## src/rtl/complex_mult_scoreboard_pkg.sv

```systemverilog
// Shared definitions for the complex multiplier scoreboard:
// operand/result field positions and the saturating counter helper.
package complex_mult_scoreboard_pkg;

    // Operand field index within op_data, in units of DATA_WIDTH (a_re in MSBs)
    localparam int unsigned OP_A_RE = 3;
    localparam int unsigned OP_A_IM = 2;
    localparam int unsigned OP_B_RE = 1;
    localparam int unsigned OP_B_IM = 0;

    // Result field index within res_data, in units of 2*DATA_WIDTH (re in MSBs)
    localparam int unsigned RES_RE = 1;
    localparam int unsigned RES_IM = 0;

    // Increment a counter of width w (w <= 32), holding at all-ones
    function automatic logic [31:0] sat_inc(input logic [31:0] v, input int unsigned w);
        logic [31:0] max_v;
        max_v = (w >= 32) ? '1 : ((32'd1 << w) - 32'd1);
        return (v == max_v) ? v : v + 32'd1;
    endfunction

endpackage

```

## src/rtl/complex_mult_scoreboard_scb_fifo.sv

```systemverilog
// scb_fifo: in-order queue of expected results with occupancy count.
// A push while full is accepted only when a pop happens in the same cycle;
// the caller is responsible for gating push accordingly.
module scb_fifo #(
    parameter int unsigned WIDTH = 32,
    parameter int unsigned DEPTH = 4
) (
    input  logic                       clk_i,
    input  logic                       rst_i,
    input  logic                       push_i,
    input  logic                       pop_i,
    input  logic [WIDTH-1:0]           din_i,
    output logic [WIDTH-1:0]           dout_o,
    output logic [$clog2(DEPTH):0]     count_o,
    output logic                       full_o,
    output logic                       empty_o
);

    localparam int unsigned AW = $clog2(DEPTH);

    logic [WIDTH-1:0] mem_q [DEPTH];
    logic [AW-1:0]    wr_ptr_q, wr_ptr_d;
    logic [AW-1:0]    rd_ptr_q, rd_ptr_d;
    logic [AW:0]      count_q, count_d;

    assign dout_o  = mem_q[rd_ptr_q];
    assign count_o = count_q;
    assign full_o  = (count_q == (AW+1)'(DEPTH));
    assign empty_o = (count_q == '0);

    // Pointer and occupancy next state; pointers wrap naturally (DEPTH is 2^AW)
    always_comb begin
        wr_ptr_d = wr_ptr_q;
        rd_ptr_d = rd_ptr_q;
        count_d  = count_q;
        if (push_i) wr_ptr_d = wr_ptr_q + 1'b1;
        if (pop_i)  rd_ptr_d = rd_ptr_q + 1'b1;
        if (push_i && !pop_i)      count_d = count_q + 1'b1;
        else if (!push_i && pop_i) count_d = count_q - 1'b1;
    end

    // Pointer/count registers with synchronous reset
    always_ff @(posedge clk_i) begin
        if (rst_i) begin
            wr_ptr_q <= '0;
            rd_ptr_q <= '0;
            count_q  <= '0;
        end else begin
            wr_ptr_q <= wr_ptr_d;
            rd_ptr_q <= rd_ptr_d;
            count_q  <= count_d;
        end
    end

    // Storage array; contents need no reset since count gates validity
    always_ff @(posedge clk_i) begin
        if (push_i) mem_q[wr_ptr_q] <= din_i;
    end

endmodule

```

## src/rtl/complex_mult_scoreboard.sv

```systemverilog
// complex_mult_scoreboard: passive checker for the complex multiplier.
// Queues expected products of accepted operands and compares each accepted
// result against the oldest expectation. Optional watchdog: SCB_TIMEOUT_EN.
module complex_mult_scoreboard
    import complex_mult_scoreboard_pkg::*;
#(
    parameter int unsigned DATA_WIDTH  = 8,
    parameter int unsigned DEPTH       = 4,
    parameter int unsigned SIGNED_MODE = 0,
    parameter int unsigned CNT_WIDTH   = 16,
    parameter int unsigned TIMEOUT     = 64
) (
    input  logic                      clk,
    input  logic                      sw_rst,
    input  logic                      op_val,
    input  logic                      op_ready,
    input  logic [4*DATA_WIDTH-1:0]   op_data,
    input  logic                      res_val,
    input  logic                      res_ready,
    input  logic [4*DATA_WIDTH-1:0]   res_data,
    output logic [CNT_WIDTH-1:0]      pass_cnt,
    output logic [CNT_WIDTH-1:0]      fail_cnt,
    output logic [CNT_WIDTH-1:0]      unexp_cnt,
    output logic [$clog2(DEPTH):0]    pending,
    output logic                      overflow,
    output logic                      mismatch,
    output logic                      timeout
);

    localparam int unsigned DW = DATA_WIDTH;
    localparam int unsigned RW = 2 * DATA_WIDTH;

    typedef struct packed {
        logic [RW-1:0] re;
        logic [RW-1:0] im;
    } exp_entry_t;

    logic          push_hs, pop_hs, do_push, do_pop, ovf_ev, match;
    logic          fifo_full, fifo_empty;
    logic [4*DW-1:0] fifo_dout;
    exp_entry_t    exp_e, head_e;
    logic [RW-1:0] a_re_x, a_im_x, b_re_x, b_im_x;
    logic [RW-1:0] p_rr, p_ii, p_ri, p_ir;

    logic [CNT_WIDTH-1:0] pass_q, pass_d, fail_q, fail_d, unexp_q, unexp_d;
    logic                 overflow_q, overflow_d, mismatch_q, mismatch_d;

    assign push_hs = op_val && op_ready;
    assign pop_hs  = res_val && res_ready;
    // No bypass: a result arriving while empty is unexpected even if an op lands too
    assign do_pop  = pop_hs && !fifo_empty;
    assign do_push = push_hs && (!fifo_full || do_pop);
    assign ovf_ev  = push_hs && fifo_full && !do_pop;

    // Expected product: extend components to 2*DW, all arithmetic modulo 2^(2*DW)
    always_comb begin
        if (SIGNED_MODE != 0) begin
            a_re_x = {{DW{op_data[OP_A_RE*DW+DW-1]}}, op_data[OP_A_RE*DW +: DW]};
            a_im_x = {{DW{op_data[OP_A_IM*DW+DW-1]}}, op_data[OP_A_IM*DW +: DW]};
            b_re_x = {{DW{op_data[OP_B_RE*DW+DW-1]}}, op_data[OP_B_RE*DW +: DW]};
            b_im_x = {{DW{op_data[OP_B_IM*DW+DW-1]}}, op_data[OP_B_IM*DW +: DW]};
        end else begin
            a_re_x = {{DW{1'b0}}, op_data[OP_A_RE*DW +: DW]};
            a_im_x = {{DW{1'b0}}, op_data[OP_A_IM*DW +: DW]};
            b_re_x = {{DW{1'b0}}, op_data[OP_B_RE*DW +: DW]};
            b_im_x = {{DW{1'b0}}, op_data[OP_B_IM*DW +: DW]};
        end
        p_rr     = a_re_x * b_re_x;
        p_ii     = a_im_x * b_im_x;
        p_ri     = a_re_x * b_im_x;
        p_ir     = a_im_x * b_re_x;
        exp_e.re = p_rr - p_ii;
        exp_e.im = p_ri + p_ir;
    end

    scb_fifo #(
        .WIDTH (4*DW),
        .DEPTH (DEPTH)
    ) u_fifo (
        .clk_i   (clk),
        .rst_i   (sw_rst),
        .push_i  (do_push),
        .pop_i   (do_pop),
        .din_i   (exp_e),
        .dout_o  (fifo_dout),
        .count_o (pending),
        .full_o  (fifo_full),
        .empty_o (fifo_empty)
    );

    assign head_e = fifo_dout;
    assign match  = (res_data[RES_RE*RW +: RW] == head_e.re) &&
                    (res_data[RES_IM*RW +: RW] == head_e.im);

    // Statistics, sticky overflow and mismatch pulse next state
    always_comb begin
        pass_d     = pass_q;
        fail_d     = fail_q;
        unexp_d    = unexp_q;
        overflow_d = overflow_q | ovf_ev;
        mismatch_d = do_pop && !match;
        if (do_pop) begin
            if (match) pass_d = CNT_WIDTH'(sat_inc(32'(pass_q), CNT_WIDTH));
            else       fail_d = CNT_WIDTH'(sat_inc(32'(fail_q), CNT_WIDTH));
        end
        if (pop_hs && fifo_empty) unexp_d = CNT_WIDTH'(sat_inc(32'(unexp_q), CNT_WIDTH));
    end

    // Statistics registers; reset wins over any same-cycle event
    always_ff @(posedge clk) begin
        if (sw_rst) begin
            pass_q     <= '0;
            fail_q     <= '0;
            unexp_q    <= '0;
            overflow_q <= 1'b0;
            mismatch_q <= 1'b0;
        end else begin
            pass_q     <= pass_d;
            fail_q     <= fail_d;
            unexp_q    <= unexp_d;
            overflow_q <= overflow_d;
            mismatch_q <= mismatch_d;
        end
    end

    assign pass_cnt  = pass_q;
    assign fail_cnt  = fail_q;
    assign unexp_cnt = unexp_q;
    assign overflow  = overflow_q;
    assign mismatch  = mismatch_q;

`ifdef SCB_TIMEOUT_EN
    localparam int unsigned TW = $clog2(TIMEOUT + 1);

    logic [TW-1:0] idle_q, idle_d;
    logic          timeout_q, timeout_d;

    // Idle counter runs while expectations wait without a result handshake
    always_comb begin
        idle_d    = idle_q;
        timeout_d = timeout_q;
        if (pop_hs || fifo_empty)          idle_d = '0;
        else if (idle_q != TW'(TIMEOUT))   idle_d = idle_q + 1'b1;
        if (idle_d == TW'(TIMEOUT))        timeout_d = 1'b1;
    end

    // Watchdog registers; timeout stays set until reset
    always_ff @(posedge clk) begin
        if (sw_rst) begin
            idle_q    <= '0;
            timeout_q <= 1'b0;
        end else begin
            idle_q    <= idle_d;
            timeout_q <= timeout_d;
        end
    end

    assign timeout = timeout_q;
`else
    assign timeout = 1'b0;
`endif

endmodule

```

## config.mk

```make
export PLATFORM = sky130hd
export DESIGN_NAME = complex_mult_scoreboard
export DESIGN_NICKNAME = d
export VERILOG_FILES = /design/src/rtl/complex_mult_scoreboard_pkg.sv /design/src/rtl/complex_mult_scoreboard_scb_fifo.sv /design/src/rtl/complex_mult_scoreboard.sv
export SDC_FILE = /design/constraint.sdc
export NUM_CORES = 1
export LEC_CHECK = 0
export CAP_MARGIN = 20
export CORE_MARGIN = 5
export CORE_UTILIZATION = 55
export CTS_CLUSTER_SIZE = 8
export DETAILED_ROUTE_END_ITERATION = 6
export PLACE_DENSITY_LB_ADDON = 0.3
export SKIP_CTS_REPAIR_TIMING = 1
export SLEW_MARGIN = 20
export SYNTH_ARGS = -nofsm -noshare
export SYNTH_HDL_FRONTEND = slang
export SYNTH_SLANG_ARGS = --single-unit
```

## constraint.sdc

```tcl
create_clock -name clk -period 15.15 [get_ports clk]
set_input_delay 2.2725 -clock clk [delete_from_list [all_inputs] [get_ports clk]]
set_output_delay 2.2725 -clock clk [all_outputs]
set_load 0.02 [all_outputs]
```

==> summary.md, run 1 <==
| Metric | Value |
|---|---|
| Net count after synthesis | `1937` |
| Synthesized instance count | `1538` |
| Total gr overflow | `0` |
| Crit path required time | `15.33 ns` |
| Sinks on Clock Net | `187` |
| Hold Path Class | `flip-flop to flip-flop` |
| Initial Utilization | `0.5578` |
| Global placement routability congestion | `0.8211` |
| Static leakage | `7.967 nW` |
| Crit-path slowest cell | `clkdlybuf4s50_1` |
| DP HPWL | `26370 um` |
| GRT Total Usage | `0.2132` |
| Initial DRC count | `597` |
| Multi-input gate area | `10170 um2` |
| Pin count of the biggest net entering global routing | `62` |
| Number of synthesized register bits | `187` |
| Vias per cell | `5.452` |
| Clock root buffer | `clkbuf_16` |
| Mapped Area | `16530 um2` |
| Final cell count without fillers | `2034` |
| Startpoint Class | `input pin` |
| Total power | `0.004692 W` |
| Worst-path clk slew | `0.07 ns` |
| Crit path capture type | `flip-flop` |
| Period utilisation layout | `0.5275` |
| # DRC | `0` |
| I/O Pins | `124` |
| Synth top cells by count | `286 x inv_1, 195 x fa_1, 153 x and2_1` |
| Crit-path most repeated cell | `inv_1` |
| Avg Synthesized Cell Area | `10.75 um2` |
| CTS tree | `built` |
| Most used routing layer | `met2` |
| H-tree depth | `4` |
| Layout fillers | `2381` |
| Setup_tns | `0 ns` |
| Met3 Resource Use GR | `0.02241` |
| Seq/Total Area, Yosys | `0.3040` |
| Status | `completed` |
| Synth async-reset ratio | `0` |
| Layout cells sized above 1 | `0.04565` |
| Setup Skew | `0.01287 ns` |
| WS Path Type | `input pin to flip-flop` |
| Final setup vio count | `0` |
| Top-count cell post-synth | `inv_1` |
| CP Max Fanout | `16` |
| Chip height | `183.4 um` |
| Final wirelength | `34960 um` |
| First-pass iteration count of the detailed router | `4` |
| Worst VDD drop | `0.3103 mV` |
| GR Util met2 | `0.3791` |
| Synthesis-to-finish area growth | `12.75%` |
| Final Hold Vio Count | `0` |
| Final Max Slew Viols | `0` |
| Worst Path Arrival | `8.17 ns` |
| # rows | `63` |
| Period minus WS final | `7.992 ns` |
| Synth area leader | `fa_1` |
| CTS Buf Count | `17` |
| Die ar. | `33620 um2` |
| Biggest cell delay along the critical path | `0.89 ns` |
| Mean routed wirelength per cell | `17.19 um` |
| Vias in the first global route | `11496` |
| Post-synth top flop | `edfxtp_1` |
| Total number of vias | `11089` |
| Die X | `183.4 um` |
| Worst r2r path cells | `8` |
| Clk_lat worst skew | `0.43 ns` |
| R2r setup slk | `11.27 ns` |
| Number of synthesized flops with an enable pin | `128` |
| Slew HR | `0.3050` |
| Hold Path Cell Cnt | `2` |
| Initial antenna violation count | `1` |
| Measured slew at the worst slew-check pin | `1.026 ns` |
| Fmax | `125.1 MHz` |
| Synth Area in Simple Gates | `0.1434` |
| Synth Area in Compound Gates | `0.04201` |
| Power Dens Cells | `251.7 nW/um2` |
| Yosys Warn Count | `0` |
| Nets | `2029` |
| Synth top area cells | `fa_1 24%, edfxtp_1 23%, ha_1 10%, dfxtp_1 7.1%, inv_1 6.5%` |
| Core box area | `29640 um2` |
| Max cap viols | `0` |
| First-pass GRT wire length | `57530 um` |
| Port Buf Inserts | `122` |
| CTS Buffer Depth | `2` |
| Crit-path cells | `clkdlybuf4s50_1, nand2_1, fa_1, inv_1, ha_1, inv_1, fa_1, inv_1, fa_1, inv_1, fa_1, inv_1, fa_1, ha_1, inv_1, o21ai_0, a21oi_1, o21ai_0, a41oi_1, nor2b_1, xnor2_1` |
| Largest family of logic cells by synthesized area | `adder cells` |
| Synth Area in XOR/XNOR | `0.04292` |
| Post-route ant nets | `0` |
| Unrepaired setup endpoints after global routing | `false` |
| Area share of the largest cell type after synthesis | `0.2361` |
| M1 GR Usage | `0.2776` |
| Yosys cell types | `54` |
| Post-synthesis mux area share | `0.04927` |
| Inst Count DP | `2001` |
| FF/Latch Area | `5026 um2` |
| Synth Area in Adders | `0.3376` |
-- worst max-delay path, delay by kind of cell --
kind	cells	cell delay (ns)
buf+inv	7	1.18
simple gates	2	0.36
xor+xnor	1	0.38
fa+ha+maj	7	3.08
compound gates	4	0.88
-- state kept, by name, indices dropped and copies added (netlist names), named ones only --
name,cells
u_fifo.wr_ptr_q,2
u_fifo.rd_ptr_q,2
overflow,1
mismatch,1
u_fifo.count_o,3
u_fifo.mem_q,128
pass_cnt,16
unexp_cnt,16
fail_cnt,16
-- metal layers --
metal / routed length (um) / share of wire / vias to the layer above
li1: - / - / 5177
met3: 1553 / 0.044 / 42
met4: 780 / 0.022 / 0
met2: 17910 / 0.51 / 312
met1: 14710 / 0.42 / 5558
met5: 0 / 0 / -
-- layout by cell type (no fill, tap or decap), types with 23 or more instances in the layout --
cell type / netlist / routed
a21oi_1: 46 / 46
ha_1: 134 / 134
and2_1: 153 / 153
xnor2_1: 59 / 59
inv_1: 286 / 286
or3_1: 23 / 23
edfxtp_1: 128 / 128
nand2_1: 140 / 140
clkdlybuf4s50_1: 0 / 121
fa_1: 195 / 195
dfxtp_1: 59 / 58
mux4_2: 24 / 24
nor2_1: 37 / 37
-- per-stage QoR --
stage,setup slack [ns],hold slack [ns],area (um2),utilization
2_1_floorplan,7.778,0.4597,16530,-
3_3_place_gp,6.906,0.4491,18030,0.6083
3_5_place_dp,6.816,0.4614,18030,0.6083
4_1_cts,7.258,0.4774,18630,0.6287
5_1_grt,6.843,0.5120,18640,0.6288
6_report,7.158,0.4731,18640,0.6288
-- worst paths after layout --
path                                                      end                start
worst min register to register            overflow$_SDFF_PP0_  overflow$_SDFF_PP0_
worst max-delay path            u_fifo.mem_q[2][12]$_DFFE_PP_          op_data[28]
worst min-delay path                      overflow$_SDFF_PP0_  overflow$_SDFF_PP0_
worst max register to register      fail_cnt[10]$_SDFFE_PP0P_            flip-flop
-- where the power goes --
group | leakage, nW | switching (W) | internal [W]
Clock | 0.301 | 0.000194 | 0.000246
Sequential | 1.64 | 0.0000230 | 0.00122
Combinational | 6.03 | 0.00185 | 0.00116
Total | 7.97 | 0.00207 | 0.00262
-- layout make-up --
cell class,count,share of cell area
multi-input cells,1009,0.5459
flip-flops and latches,187,0.2697
repair buffers,129,0.06821
inverters,286,0.05760
clock buffers,22,0.02732
well taps,390,0.02618
clock inverters,10,0.005035
diodes,1,0.0001343
-- logic make-up after synthesis --
group	after synthesis
xor+xnor	81
mux	38
flops	187
simple gates	447
other cells	1
fa+ha+maj	329
compound gates	113
buf+inv	342
(Power assumes the default switching activity.)
==> inputs of run 2 (changes only) <==
==> constraint.sdc (replaced) <==
create_clock -name clk -period 7.8 [get_ports clk]
set_input_delay 1.17 -clock clk [delete_from_list [all_inputs] [get_ports clk]]
set_output_delay 1.17 -clock clk [all_outputs]
set_load 0.02 [all_outputs]
==> summary.md, run 2 (synthesis results as in run 1) <==
| Metric | Value |
|---|---|
| Core box area | `29640 um2` |
| Sinks on Clock Net | `187` |
| Max reg flops | `128` |
| First-pass iteration count of the detailed router | `5` |
| Period minus WS final | `6.825 ns` |
| CP Max Fanout | `16` |
| Max cap viols | `0` |
| Initial DRC count | `554` |
| # rows | `63` |
| Static leakage | `8.027 nW` |
| Crit-path slowest cell | `clkdlybuf4s50_1` |
| Measured slew at the worst slew-check pin | `0.9246 ns` |
| Worst path bufs/invs | `2` |
| H-tree depth | `4` |
| Unrepaired setup endpoints after global routing | `false` |
| Clock root buffer | `clkbuf_16` |
| Die X | `183.4 um` |
| Critical Path End | `u_fifo.mem_q[0][29]$_DFFE_PP_` |
| WS Path Type | `input pin to flip-flop` |
| Startpoint Class | `input pin` |
| Setup_tns | `0 ns` |
| Vias per cell | `5.454` |
| Worst VDD drop | `0.7435 mV` |
| DP HPWL | `26610 um` |
| R2r setup slk | `3.59 ns` |
| CTS Buffer Depth | `2` |
| Final setup vio count | `0` |
| Crit-path cells | `clkdlybuf4s50_1, nand2_1, fa_1, fa_1, fa_1, inv_1, fa_1, fa_1, fa_1, ha_1, or3_1, o211a_1, a211oi_1, nor2_1, xor2_1` |
| Family with the most delay on the worst path | `adder cells` |
| CTS tree | `built` |
| Commonest non-fill, non-tap cells in the layout | `286 x inv_1, 195 x fa_1, 153 x and2_1` |
| Pin count of the biggest net entering global routing | `62` |
| Crit path from | `op_data[9]` |
| Setup Skew | `0.009513 ns` |
| Crit-path most repeated cell | `fa_1` |
| Slew HR | `0.3738` |
| Port Buf Inserts | `122` |
| Hold Path Class | `flip-flop to flip-flop` |
| I/O Pins | `124` |
| Critical Path Stages | `15` |
| Final wirelength | `35030 um` |
| Vias in the first global route | `11457` |
| Nets | `2037` |
| Final Max Slew Viols | `0` |
| Initial Utilization | `0.5578` |
| # DRC | `0` |
| Post-route ant nets | `0` |
| Biggest cell delay along the critical path | `0.92 ns` |
| Worst-path clk slew | `0.07 ns` |
| Global placement routability congestion | `0.8368` |
| Most common cell after layout, fill and taps aside | `inv_1` |
| Chip height | `183.4 um` |
| Crit path capture type | `flip-flop` |
| Status | `completed` |
| Die ar. | `33620 um2` |
| Power Dens Cells | `489.9 nW/um2` |
| FF-to-FF End | `fail_cnt[10]$_SDFFE_PP0P_` |
| Layout fillers | `2392` |
| Crit path required time | `7.99 ns` |
| Final Hold Vio Count | `0` |
| Total number of vias | `11132` |
| Worst Hold Slack | `0.4708 ns` |
| Fin util | `0.6329` |
| GRT Total Usage | `0.2151` |
| Worst r2r path cells | `8` |
| Worst Path Arrival | `7.01 ns` |
| Ant. Diodes | `0` |
| Period utilisation layout | `0.8750` |
| Register bank with the most flops | `u_fifo.mem_q` |
| Mean routed wirelength per cell | `17.16 um` |
| Layout cells sized above 1 | `0.04846` |
| First-pass GRT wire length | `57930 um` |
| CTS Buf Count | `17` |
| Initial antenna violation count | `0` |
| Total gr overflow | `0` |
| Fmax | `146.5 MHz` |
| Clk_lat worst skew | `0.43 ns` |
| Synthesis-to-finish area growth | `13.46%` |
[run 2: through the flow]
stage	cell area, um2	instances	power (W)	worst slack, ns
final	18760	2041	0.009189	0.9753
after floorplan	16530	1538	0.006700	1.530
after global routing	18760	2041	0.01005	0.6995
after detailed placement	18090	2009	0.008223	0.5832
after CTS	18750	2041	0.009232	1.019
after global placement	18090	2009	0.007952	0.7615
[run 2: per-layer routing]
metal  global-route usage  routed length [um]  vias up
met5                    0                   0        -
met4              0.06824                 957        0
met3              0.02975                1800       53
met2               0.3744               17640      333
met1               0.2808               14630     5555
li1                     -                   -     5191
[run 2: where the power goes]
group	internal (W)	switching, W
registers	0.00237	0.0000541
logic	0.00225	0.00355
clock network	0.000601	0.000359
[run 2: worst min-delay path, stage by stage, from the launching register on]
cell,delay (ns)
dfxtp_1,0.33
a31oi_1,0.04
nor2_1,0.07
[run 2: cell type report]
cell class	instances	area, um2	area share
flip-flops and latches	187	5026	0.2680
repair buffers	137	1331	0.07098
well taps	390	488.0	0.02602
multi-input cells	1009	10170	0.5424
clock inverters	15	239.0	0.01274
inverters	286	1074	0.05723
clock buffers	17	425.4	0.02268
[run 2: how the worst min path moves through the flow]
stage	slack (ns)	depth (start not counted)	start	to
finish	0.47	2	overflow$_SDFF_PP0_	overflow$_SDFF_PP0_
floorplan	0.46	2	u_fifo.rd_ptr_q[1]$_SDFFE_PP0P_	flip-flop
global route	0.52	2	pass_cnt[6]$_SDFFE_PP0P_	pass_cnt[6]$_SDFFE_PP0P_
CTS	0.48	2	overflow$_SDFF_PP0_	overflow$_SDFF_PP0_
detailed placement	0.46	2	overflow$_SDFF_PP0_	overflow$_SDFF_PP0_
global placement	0.45	2	overflow$_SDFF_PP0_	overflow$_SDFF_PP0_
